[config.mk]
export PLATFORM = sky130hd
export DESIGN_NAME = riscv_v_csr_wr_sched
export DESIGN_NICKNAME = d
export VERILOG_FILES = /design/src/rtl/riscv_v_csr_wr_sched.sv
export SDC_FILE = /design/constraint.sdc
export NUM_CORES = 1
export LEC_CHECK = 0
export CAP_MARGIN = 5
export CORE_ASPECT_RATIO = 0.8
export CORE_UTILIZATION = 46
export DETAILED_ROUTE_END_ITERATION = 16
export PLACE_DENSITY = 0.82
export SETUP_SLACK_MARGIN = 0.02
export SYNTH_ARGS = -nofsm -noshare
export SYNTH_HDL_FRONTEND = slang
export SYNTH_SLANG_ARGS = --single-unit
[constraint.sdc]
create_clock -name clk_i -period 4.8 [get_ports clk_i]
set_input_delay 0.48 -clock clk_i [delete_from_list [all_inputs] [get_ports clk_i]]
set_output_delay 0.48 -clock clk_i [all_outputs]
set_load 0.02 [all_outputs]
[src/rtl/riscv_v_csr_wr_sched.sv]
// riscv_v_csr_wr_sched
//   Arbitrates CSR write requests from the scalar core (ext) and the vector
//   unit (vec) onto one registered vector-CSR write port. Single CSR ops take
//   one write slot. vsetvl expands into an atomic vtype -> vl -> vstart=0
//   sequence and reports the granted vl on the rsp_* port.
//
// Ports
//   clk_i, rst_ni            clock, asynchronous active-low reset
//   stall_i                  freezes FSM, grants and masks the write port
//   flush_i                  blocks new accepts; accepted work completes
//   {ext,vec}_req_valid_i    request valid
//   {ext,vec}_req_ready_o    request accepted on valid & ready
//   {ext,vec}_req_op_i       0 vsstatus,1 vtype,2 vl,3 vstart,4 vxrm,5 vxsat,
//                            6 vsetvl,7 reserved (no write)
//   {ext,vec}_req_data_i     write data, or AVL for vsetvl
//   {ext,vec}_req_vtype_i    vsetvl vtype {ignored,vma,vta,vsew[2:0],vlmul[2:0]}
//   csr_wr_en_o              one-hot CSR write enable, bit index = op
//   csr_wr_data_o            zero-extended write data
//   rsp_valid_o/src_o/vl_o   vsetvl result pulse, source (1=vec), granted vl
//   busy_o                   a write slot is in progress
//   state_o                  FSM state, for observation
//
// Handshake: a request transfers on the rising edge where valid & ready are
// both high. ready is only ever raised towards the requester that currently
// wins arbitration, and never while stalled, flushed or in reset. Once a
// request has transferred it cannot be withdrawn by flush.
module riscv_v_csr_wr_sched #(
    parameter int VLEN     = 128,
    parameter int VL_WIDTH = 8
) (
    input  logic                clk_i,
    input  logic                rst_ni,
    input  logic                stall_i,
    input  logic                flush_i,
    input  logic                ext_req_valid_i,
    output logic                ext_req_ready_o,
    input  logic [2:0]          ext_req_op_i,
    input  logic [31:0]         ext_req_data_i,
    input  logic [8:0]          ext_req_vtype_i,
    input  logic                vec_req_valid_i,
    output logic                vec_req_ready_o,
    input  logic [2:0]          vec_req_op_i,
    input  logic [31:0]         vec_req_data_i,
    input  logic [8:0]          vec_req_vtype_i,
    output logic [5:0]          csr_wr_en_o,
    output logic [31:0]         csr_wr_data_o,
    output logic                rsp_valid_o,
    output logic                rsp_src_o,
    output logic [VL_WIDTH-1:0] rsp_vl_o,
    output logic                busy_o,
    output logic [1:0]          state_o
);

    typedef enum logic [1:0] {
        IDLE      = 2'd0,
        WRITE     = 2'd1,
        WR_VL     = 2'd2,
        WR_VSTART = 2'd3
    } state_e;

    localparam logic [2:0]  OP_VSETVL = 3'd6;
    localparam logic [2:0]  OP_RSVD   = 3'd7;
    localparam logic [31:0] VLEN_W    = 32'(VLEN);

    state_e              state_q, state_d;
    logic                prio_q, prio_d;     // 0 = ext preferred, 1 = vec
    logic [2:0]          op_q, op_d;
    logic                src_q, src_d;
    logic [VL_WIDTH-1:0] vl_q, vl_d;
    logic [5:0]          wr_en_q, wr_en_d;
    logic [31:0]         wr_data_q, wr_data_d;
    logic                rsp_valid_q, rsp_valid_d;
    logic                rsp_src_q, rsp_src_d;
    logic [VL_WIDTH-1:0] rsp_vl_q, rsp_vl_d;

    // Arbitration and acceptance
    logic        sel_vec, can_accept, accept;
    logic [2:0]  req_op;
    logic [31:0] req_data;
    logic [8:0]  req_vtype;

    assign sel_vec    = vec_req_valid_i & (~ext_req_valid_i | prio_q);
    assign req_op     = sel_vec ? vec_req_op_i    : ext_req_op_i;
    assign req_data   = sel_vec ? vec_req_data_i  : ext_req_data_i;
    assign req_vtype  = sel_vec ? vec_req_vtype_i : ext_req_vtype_i;

    // A new request may overlap the last slot of a single op, never a vsetvl.
    assign can_accept = rst_ni & ~stall_i & ~flush_i &
                        ((state_q == IDLE) | ((state_q == WRITE) & (op_q != OP_VSETVL)));
    assign accept          = can_accept & (ext_req_valid_i | vec_req_valid_i);
    assign ext_req_ready_o = can_accept & ext_req_valid_i & ~sel_vec;
    assign vec_req_ready_o = can_accept & sel_vec;

    // vsetvl: VLMAX and vl, resolved at accept time
    logic [2:0]          vlmul, vsew;
    logic [1:0]          lmul_rsh;
    logic [31:0]         sew_elems, vlmax, avl_vl;
    logic                vill;
    logic [8:0]          vtype_wr;
    logic [VL_WIDTH-1:0] vl_calc;

    assign vlmul     = req_vtype[2:0];
    assign vsew      = req_vtype[5:3];
    // Fractional LMUL 5/6/7 divides by 8/4/2, i.e. shift right by 4 - vlmul[1:0].
    assign lmul_rsh  = 2'd0 - vlmul[1:0];
    assign sew_elems = (VLEN_W >> 3) >> vsew;
    assign vlmax     = vlmul[2] ? (sew_elems >> lmul_rsh) : (sew_elems << vlmul[1:0]);
    assign vill      = (vsew > 3'd4) | (vlmul == 3'd4) | (vlmax == 32'd0);
    assign vtype_wr  = vill ? 9'h100 : {1'b0, req_vtype[7:0]};
    assign avl_vl    = (req_data < vlmax) ? req_data : vlmax;
    assign vl_calc   = vill ? '0 : VL_WIDTH'(avl_vl);

    // vtype[8] is defined as ignored on both requesters.
    logic unused_vtype_msb;
    assign unused_vtype_msb = ext_req_vtype_i[8] ^ vec_req_vtype_i[8];

    // Next state and next registered outputs
    always_comb begin
        state_d     = state_q;
        prio_d      = prio_q;
        op_d        = op_q;
        src_d       = src_q;
        vl_d        = vl_q;
        wr_en_d     = '0;
        wr_data_d   = '0;
        rsp_valid_d = 1'b0;
        rsp_src_d   = rsp_src_q;
        rsp_vl_d    = rsp_vl_q;

        if (stall_i) begin
            // Hold everything; the port is masked at the outputs instead.
            wr_en_d     = wr_en_q;
            wr_data_d   = wr_data_q;
            rsp_valid_d = rsp_valid_q;
        end else begin
            unique case (state_q)
                IDLE, WRITE: begin
                    if ((state_q == WRITE) && (op_q == OP_VSETVL)) begin
                        state_d     = WR_VL;
                        wr_en_d     = 6'b000100;
                        wr_data_d   = 32'(vl_q);
                        rsp_valid_d = 1'b1;
                        rsp_src_d   = src_q;
                        rsp_vl_d    = vl_q;
                    end else if (accept) begin
                        state_d = WRITE;
                        op_d    = req_op;
                        src_d   = sel_vec;
                        prio_d  = ~sel_vec;   // loser gets priority next time
                        vl_d    = vl_calc;
                        if (req_op == OP_VSETVL) begin
                            wr_en_d   = 6'b000010;
                            wr_data_d = 32'(vtype_wr);
                        end else if (req_op != OP_RSVD) begin
                            wr_en_d   = 6'd1 << req_op;
                            wr_data_d = req_data;
                        end
                    end else begin
                        state_d = IDLE;
                    end
                end
                WR_VL: begin
                    state_d = WR_VSTART;
                    wr_en_d = 6'b001000;
                end
                WR_VSTART: begin
                    state_d = IDLE;
                end
                default: state_d = IDLE;
            endcase
        end
    end

    always_ff @(posedge clk_i or negedge rst_ni) begin
        if (!rst_ni) begin
            state_q     <= IDLE;
            prio_q      <= 1'b0;
            op_q        <= '0;
            src_q       <= 1'b0;
            vl_q        <= '0;
            wr_en_q     <= '0;
            wr_data_q   <= '0;
            rsp_valid_q <= 1'b0;
            rsp_src_q   <= 1'b0;
            rsp_vl_q    <= '0;
        end else begin
            state_q     <= state_d;
            prio_q      <= prio_d;
            op_q        <= op_d;
            src_q       <= src_d;
            vl_q        <= vl_d;
            wr_en_q     <= wr_en_d;
            wr_data_q   <= wr_data_d;
            rsp_valid_q <= rsp_valid_d;
            rsp_src_q   <= rsp_src_d;
            rsp_vl_q    <= rsp_vl_d;
        end
    end

    // A stalled cycle shows no write; the held slot reappears once released.
    assign csr_wr_en_o   = wr_en_q & {6{~stall_i}};
    assign csr_wr_data_o = wr_data_q;
    assign rsp_valid_o   = rsp_valid_q & ~stall_i;
    assign rsp_src_o     = rsp_src_q;
    assign rsp_vl_o      = rsp_vl_q;
    assign busy_o        = (state_q != IDLE);
    assign state_o       = state_q;

endmodule

==> flow_metrics.env, run 1 <==
export IMPL_power_density_nw_per_um2=341
export IMPL_avgSynthCellArea_um2=9.26
export IMPL_synth_mux_area_share_pct=11.4
export IMPL_max_cap_viol_count=0
export IMPL_first_pass_iters=5
export IMPL_path_clk_slew_ns=0.06
export IMPL_grt_use_total_pct=28.9
export IMPL_synth_edf_count=0
export IMPL_port_buffers=144
export IMPL_coreArea_um2=8630
export IMPL_clock_latency_ns=0.33
export IMPL_hold_viol=0
export IMPL_die_h_um=87.1
export IMPL_grt_pass1_wl_um=21000
export IMPL_slew_limit_headroom_pct=37.8
export IMPL_multi_input_area_um2=2420
export IMPL_ys_types=74
export IMPL_drc=0
export IMPL_netlist_area_leader_share_pct=37.8
export IMPL_worst_slew_pin_slew_ns=0.933
export IMPL_num_io_pins=147
export IMPL_wirelength_um=13200
export IMPL_crit_chain="clkdlybuf4s50_1 > nor2b_1 > nor2_4 > nor2_1 > a21oi_1 > ha_1 > a21oi_1 > a2bb2oi_1 > ha_1 > and4_1 > a221o_1 > a21oi_1 > o21ai_1 > nand2_2 > nor3_1 > o31ai_2"
export IMPL_ys_ff_latch=63
export IMPL_leakagePower_uw=0.00256
export IMPL_synth_compound_area_share_pct=22.3
export IMPL_clock_sinks=63
export IMPL_fillers=666
export IMPL_startpoint_type="input port"
export IMPL_num_rows=30
export IMPL_synthArstFlopShare_pct=100
export IMPL_synth_flop_cell="dfrtp_1"
export IMPL_syn_nets=552
export IMPL_setup_viol=0
export IMPL_crit_required_ns=5.04
export IMPL_finalWeightedCongestion=0.900
export IMPL_critPathSlowestCell="clkdlybuf4s50_1"
export IMPL_htreeDepth=3
export IMPL_syn_area_um2=4170
export IMPL_seqCellArea_um2=1580
export IMPL_grt_overflow_total=0
export IMPL_cp_max_fo=10
export IMPL_grt_pass1_vias=4120
export IMPL_pre_cts_ws_ns=0.340
export IMPL_drt_iter0_drc=311
export IMPL_dieArea_um2=9440
export IMPL_period_share_pct=88.6
export IMPL_path_buf_inv=1
export IMPL_ant_nets=0
export IMPL_syn_instance_count=450
export IMPL_fin_crit_ns=4.25
export IMPL_synth_simple_area_share_pct=21.4
export IMPL_end_kind="register"
export IMPL_setup_tns_ns=0
export IMPL_fin_nets=692
export IMPL_clock_fmax_mhz=235
export IMPL_yosysMostFrequentCell="nand2_1"
export IMPL_slew_violations=0
export IMPL_antenna_found_initial=0
export IMPL_ys_warn_count=0
export IMPL_rsz0062_at_grt="no"
export IMPL_synth_area_leader_cell="dfrtp_1"
export IMPL_yosysSeqAreaShare_pct=37.8
export IMPL_antenna_cells=0
export IMPL_critical_path_arrival_ns=4.49
export IMPL_setup_ws_ns=0.546
export IMPL_synth_common_cells="nand2_1, dfrtp_1, o21ai_0, mux2i_1, a21oi_1"
export IMPL_finClkSkew_ns=0.00659
export IMPL_startpoint="ext_req_valid_i"
export IMPL_cts_buffer_depth=2
export IMPL_cts_made_buffers=9
export IMPL_synth_xor_xnor_area_share_pct=0.631
export IMPL_clock_root_buffer="clkbuf_16"
export IMPL_cp_slowest_stage_delay_ns=0.56
export IMPL_layout_drive_gt1_share_pct=11.9
export IMPL_start_util_pct=48.3
export IMPL_place_hpwl_um=9980
export IMPL_dr_total_vias=4294
export IMPL_cpMostUsedCell="a21oi_1"
export IMPL_postCtsSetupBuffers=0
export IMPL_vdd_drop_max_mv=0.271
export IMPL_tritoncts="yes"
export IMPL_fp_dieW_um=108
export IMPL_hp_class="in -> async"
export IMPL_area_delta_synth_final_pct=44.5
export IMPL_synth_area_top_cells="dfrtp_1, mux2i_1, nand2_1"
export IMPL_status="finished, final reports clean"
export IMPL_wl_per_cell_um=18.7
export IMPL_crit_family="compound AO/OA/AOI/OAI gates"
export IMPL_synth_top_family_by_area="compound AO/OA/AOI/OAI gates"
export IMPL_grt_max_degree=64
export IMPL_hold_buffers=0
export IMPL_setup_worst_path_class="in -> reg"
export IMPL_reg2reg_from="prio_q$_DFFE_PN0P_"
export IMPL_cts_resized=0
export IMPL_via_per_inst=6.07
export IMPL_synth_adder_area_share_pct=2.40
## per-layer routing
metal / track usage [%] / share of wire, % / vias to the layer above
met5: 0 / 0 / -
met4: 8.97 / 1.8 / 0
met3: 7.11 / 9.7 / 22
met2: 45.9 / 46 / 230
met1: 38.9 / 43 / 2061
li1: - / - / 1981
## state kept, by name, indices dropped and copies added (netlist names)
name / cells
state_o: 2
rsp_vl_o: 8
wr_en_q: 6
csr_wr_data_o: 32
src_q: 1
vl_q: 8
prio_q: 1
rsp_src_o: 1
op_q: 3
rsp_valid_q: 1
## stage by stage
step	instances	cell area [um2]	hold slack (ns)	total power, uW	util [%]
detailed placement	691	5700	0.461	1350	66.0
global route	707	6020	0.410	2150	69.7
CTS	707	6020	0.359	2050	69.7
floorplan	450	4170	0.184	1060	-
global placement	691	5700	0.454	1330	66.0
finish	707	6020	0.325	2050	69.7
## cell usage in the layout, fill, tap and decap left out, types with 4 or more instances in the layout
cell,count
a21o_1,7
a21oi_1,21
a222oi_1,8
a31o_2,4
buf_4,13
clkbuf_16,9
clkdlybuf4s50_1,142
dfrtp_1,63
ha_1,8
inv_1,7
mux2_2,11
mux2i_1,35
nand2_1,67
nand2b_1,4
nand3_1,5
nand4b_1,4
nor2_1,16
nor2b_1,13
nor3_1,8
nor3b_1,6
nor4_1,14
o21ai_0,35
o21ai_1,12
## report_power, final
part	internal (uW)	switching [uW]	leakage, uW
combinational	325	379	0.00155
sequential	600	48.1	0.000858
clock	455	247	0.000156
## path summary, 6_finish.rpt
check	endpoint	slack, ns	depth (start not counted)
min in group clk_i	rsp_valid_q$_DFFE_PN0N_	0.48	1
worst min-delay path	state_o[1]$_DFFE_PN0N_	0.32	2
max in group asynchronous	csr_wr_data_o[16]$_DFFE_PN0N_	3.94	2
worst max register to register	vl_q[0]$_DFFE_PN0P_	0.90	15
worst min register to register	rsp_valid_q$_DFFE_PN0N_	0.48	1
worst max-delay path	vl_q[0]$_DFFE_PN0P_	0.55	16
## cell families after synthesis
kind of cell	after synthesis
buf+inv	36
xor+xnor	3
flops	63
fa+ha+maj	8
mux	46
compound gates	128
simple gates	166
## area by class of cell
cell class | instances | share of cell area (%)
clock inverter | 7 | 1.58
sequential | 63 | 26.2
inverter | 8 | 0.499
tap | 112 | 2.33
multi-input combinational | 351 | 40.3
clock buffer | 9 | 3.74
timing repair buffer | 157 | 25.4
Power figures use the tool's default switching activity.
==> run 2: changes to the inputs <==
CORE_UTILIZATION = 41   (was 46)
MAX_ROUTING_LAYER = met4   (was not set)
PLACE_DENSITY = 0.77   (was 0.82)
clock period = 3.8 ns   (was 4.8 ns; I/O delays follow)
==> run 2 against run 1 <==
Critical path depth is the same. Via count up 1.4%. Combinational power increased by 39%. Largest cell class unchanged. Highest routed layer unchanged. Critical path type unchanged. Sequential share of layout area decreased by 1.8 points. Non-clock buffer count up 47. Register-to-register slack lost 0.55 ns. Worst hold slack worse by 0.090 ns. Utilization down 3.7 points. Final cell count up 9.9%.
==> flow_metrics.env, run 2 (synthesis results as in run 1) <==
export IMPL_status="finished, final reports clean"
export IMPL_seqCellArea_um2=1580
export IMPL_cts_made_buffers=9
export IMPL_max_cap_viol_count=0
export IMPL_fin_crit_ns=3.56
export IMPL_power_density_nw_per_um2=412
export IMPL_setup_worst_path_class="in -> reg"
export IMPL_reg2reg_to="vl_q[5]$_DFFE_PN0P_"
export IMPL_multi_input_area_um2=2470
export IMPL_crit_end="vl_q[5]$_DFFE_PN0P_"
export IMPL_startpoint_type="input port"
export IMPL_slew_limit_headroom_pct=47.9
export IMPL_coreArea_um2=9770
export IMPL_clock_sinks=63
export IMPL_wl_per_cell_um=17.9
export IMPL_num_io_pins=147
export IMPL_critical_path_arrival_ns=3.76
export IMPL_postCtsSetupBuffers=0
export IMPL_startpoint="ext_req_valid_i"
export IMPL_grt_pass1_vias=4328
export IMPL_htreeDepth=3
export IMPL_grt_pass1_wl_um=21900
export IMPL_dr_total_vias=4352
export IMPL_finalWeightedCongestion=0.904
export IMPL_clock_root_buffer="clkbuf_16"
export IMPL_area_delta_synth_final_pct=54.8
export IMPL_final_common_cell="clkdlybuf4s50_1"
export IMPL_drc=0
export IMPL_rsz0062_at_grt="no"
export IMPL_clock_latency_ns=0.32
export IMPL_crit_required_ns=4.00
export IMPL_leakagePower_uw=0.00279
export IMPL_path_clk_slew_ns=0.05
export IMPL_worst_slew_pin_slew_ns=0.781
export IMPL_hp_class="in -> async"
export IMPL_wirelength_um=13900
export IMPL_first_pass_iters=5
export IMPL_hold_buffers=0
export IMPL_setup_tns_ns=0
export IMPL_grt_use_total_pct=27.9
export IMPL_reg2reg_from="prio_q$_DFFE_PN0P_"
export IMPL_vdd_drop_max_mv=0.235
export IMPL_finalPower_uw=2660
export IMPL_period_share_pct=93.7
export IMPL_clock_fmax_mhz=281
export IMPL_start_util_pct=42.6
export IMPL_hold_viol=0
export IMPL_r2r_setup_slack_ns=0.35
export IMPL_die_h_um=92.2
export IMPL_final_cell_mix="clkdlybuf4s50_1, nand2_1, dfrtp_1, buf_4"
export IMPL_slew_violations=0
export IMPL_fin_nets=739
export IMPL_grt_max_degree=64
export IMPL_antenna_cells=0
export IMPL_layout_drive_gt1_share_pct=19.2
export IMPL_tritoncts="yes"
export IMPL_ant_nets=0
export IMPL_drt_iter0_drc=256
export IMPL_cts_buffer_depth=2
export IMPL_antenna_found_initial=0
export IMPL_setup_viol=0
export IMPL_fp_dieW_um=115
export IMPL_place_hpwl_um=10900
export IMPL_largest_register_ffs=32
export IMPL_cts_resized=1
export IMPL_port_buffers=144
export IMPL_ff2ff_path_depth=15
export IMPL_cp_max_fo=8
export IMPL_via_per_inst=5.60
export IMPL_finClkSkew_ns=0.00798
export IMPL_fillers=830
export IMPL_dieArea_um2=10600
export IMPL_num_rows=32
export IMPL_end_kind="register"
export IMPL_grt_overflow_total=0
==> run 2: through the flow <==
step / hold WS (ns) / util [%] / std cells / area, um2 / setup WS (ns)
after floorplan: 0.0844 / - / 450 / 4170 / 0.0212
after global placement: 0.453 / 62.3 / 762 / 6080 / -0.296
after detailed placement: 0.464 / 62.3 / 762 / 6080 / -0.341
after CTS: 0.264 / 65.5 / 777 / 6390 / 0.0364
after global routing: 0.320 / 66.0 / 777 / 6450 / 0.0294
final: 0.235 / 66.0 / 777 / 6450 / 0.239
==> run 2: routing by layer <==
metal	global-route usage (%)	vias up	wire length, um
met5	-	-	0
met4	7.90	0	221
met3	6.94	25	1110
met2	43.7	187	6380
met1	35.6	2073	6200
li1	-	2067	-
==> run 2: critical path, stage by stage <==
cell and delay, ns:
clkdlybuf4s50_1 0.51, nor2b_1 0.27, buf_4 0.23, o21ai_0 0.15, a22oi_1 0.19, o21bai_1 0.14, ha_1 0.30, a21o_1 0.18
a21o_1 0.17, a221o_1 0.35, a21oi_2 0.20, o21ai_1 0.16, buf_4 0.18, a21oi_1 0.15, a31o_2 0.13, o21ai_1 0.05
==> run 2: worst min path at each step <==
stage                                       from                           end  slack (ns)  cells past startpoint
final                                     rst_ni        state_o[0]$_DFFE_PN0N_        0.24                      2
after global routing                      rst_ni         rsp_src_o$_DFFE_PN0P_        0.32                      2
after CTS                                 rst_ni         rsp_src_o$_DFFE_PN0P_        0.26                      2
after detailed placement  wr_en_q[0]$_DFFE_PN0N_        wr_en_q[0]$_DFFE_PN0N_        0.46                      2
after global placement       op_q[0]$_DFFE_PN0P_           op_q[0]$_DFFE_PN0P_        0.45                      2
after floorplan                           rst_ni  csr_wr_data_o[0]$_DFFE_PN0N_        0.08                      0
==> run 2: final cells by class <==
cell class / instances / area share [%]
Clock inverter: 6 / 1.34
Sequential cell: 63 / 24.4
Timing Repair Buffer: 204 / 29.3
Tap cell: 136 / 2.64
Inverter: 8 / 0.465
Clock buffer: 9 / 3.49
Multi-Input combinational cell: 351 / 38.4
==> run 2: power breakdown <==
group          internal [uW]  switching, uW
registers                758           64.4
logic                    472            504
clock network            568            288
==> run 3: changes to the inputs <==
SLEW_MARGIN = 10   (was not set)
==> results of run 3 <==
Same layout as run 2: the final DEF is identical, and so are final timing and power.
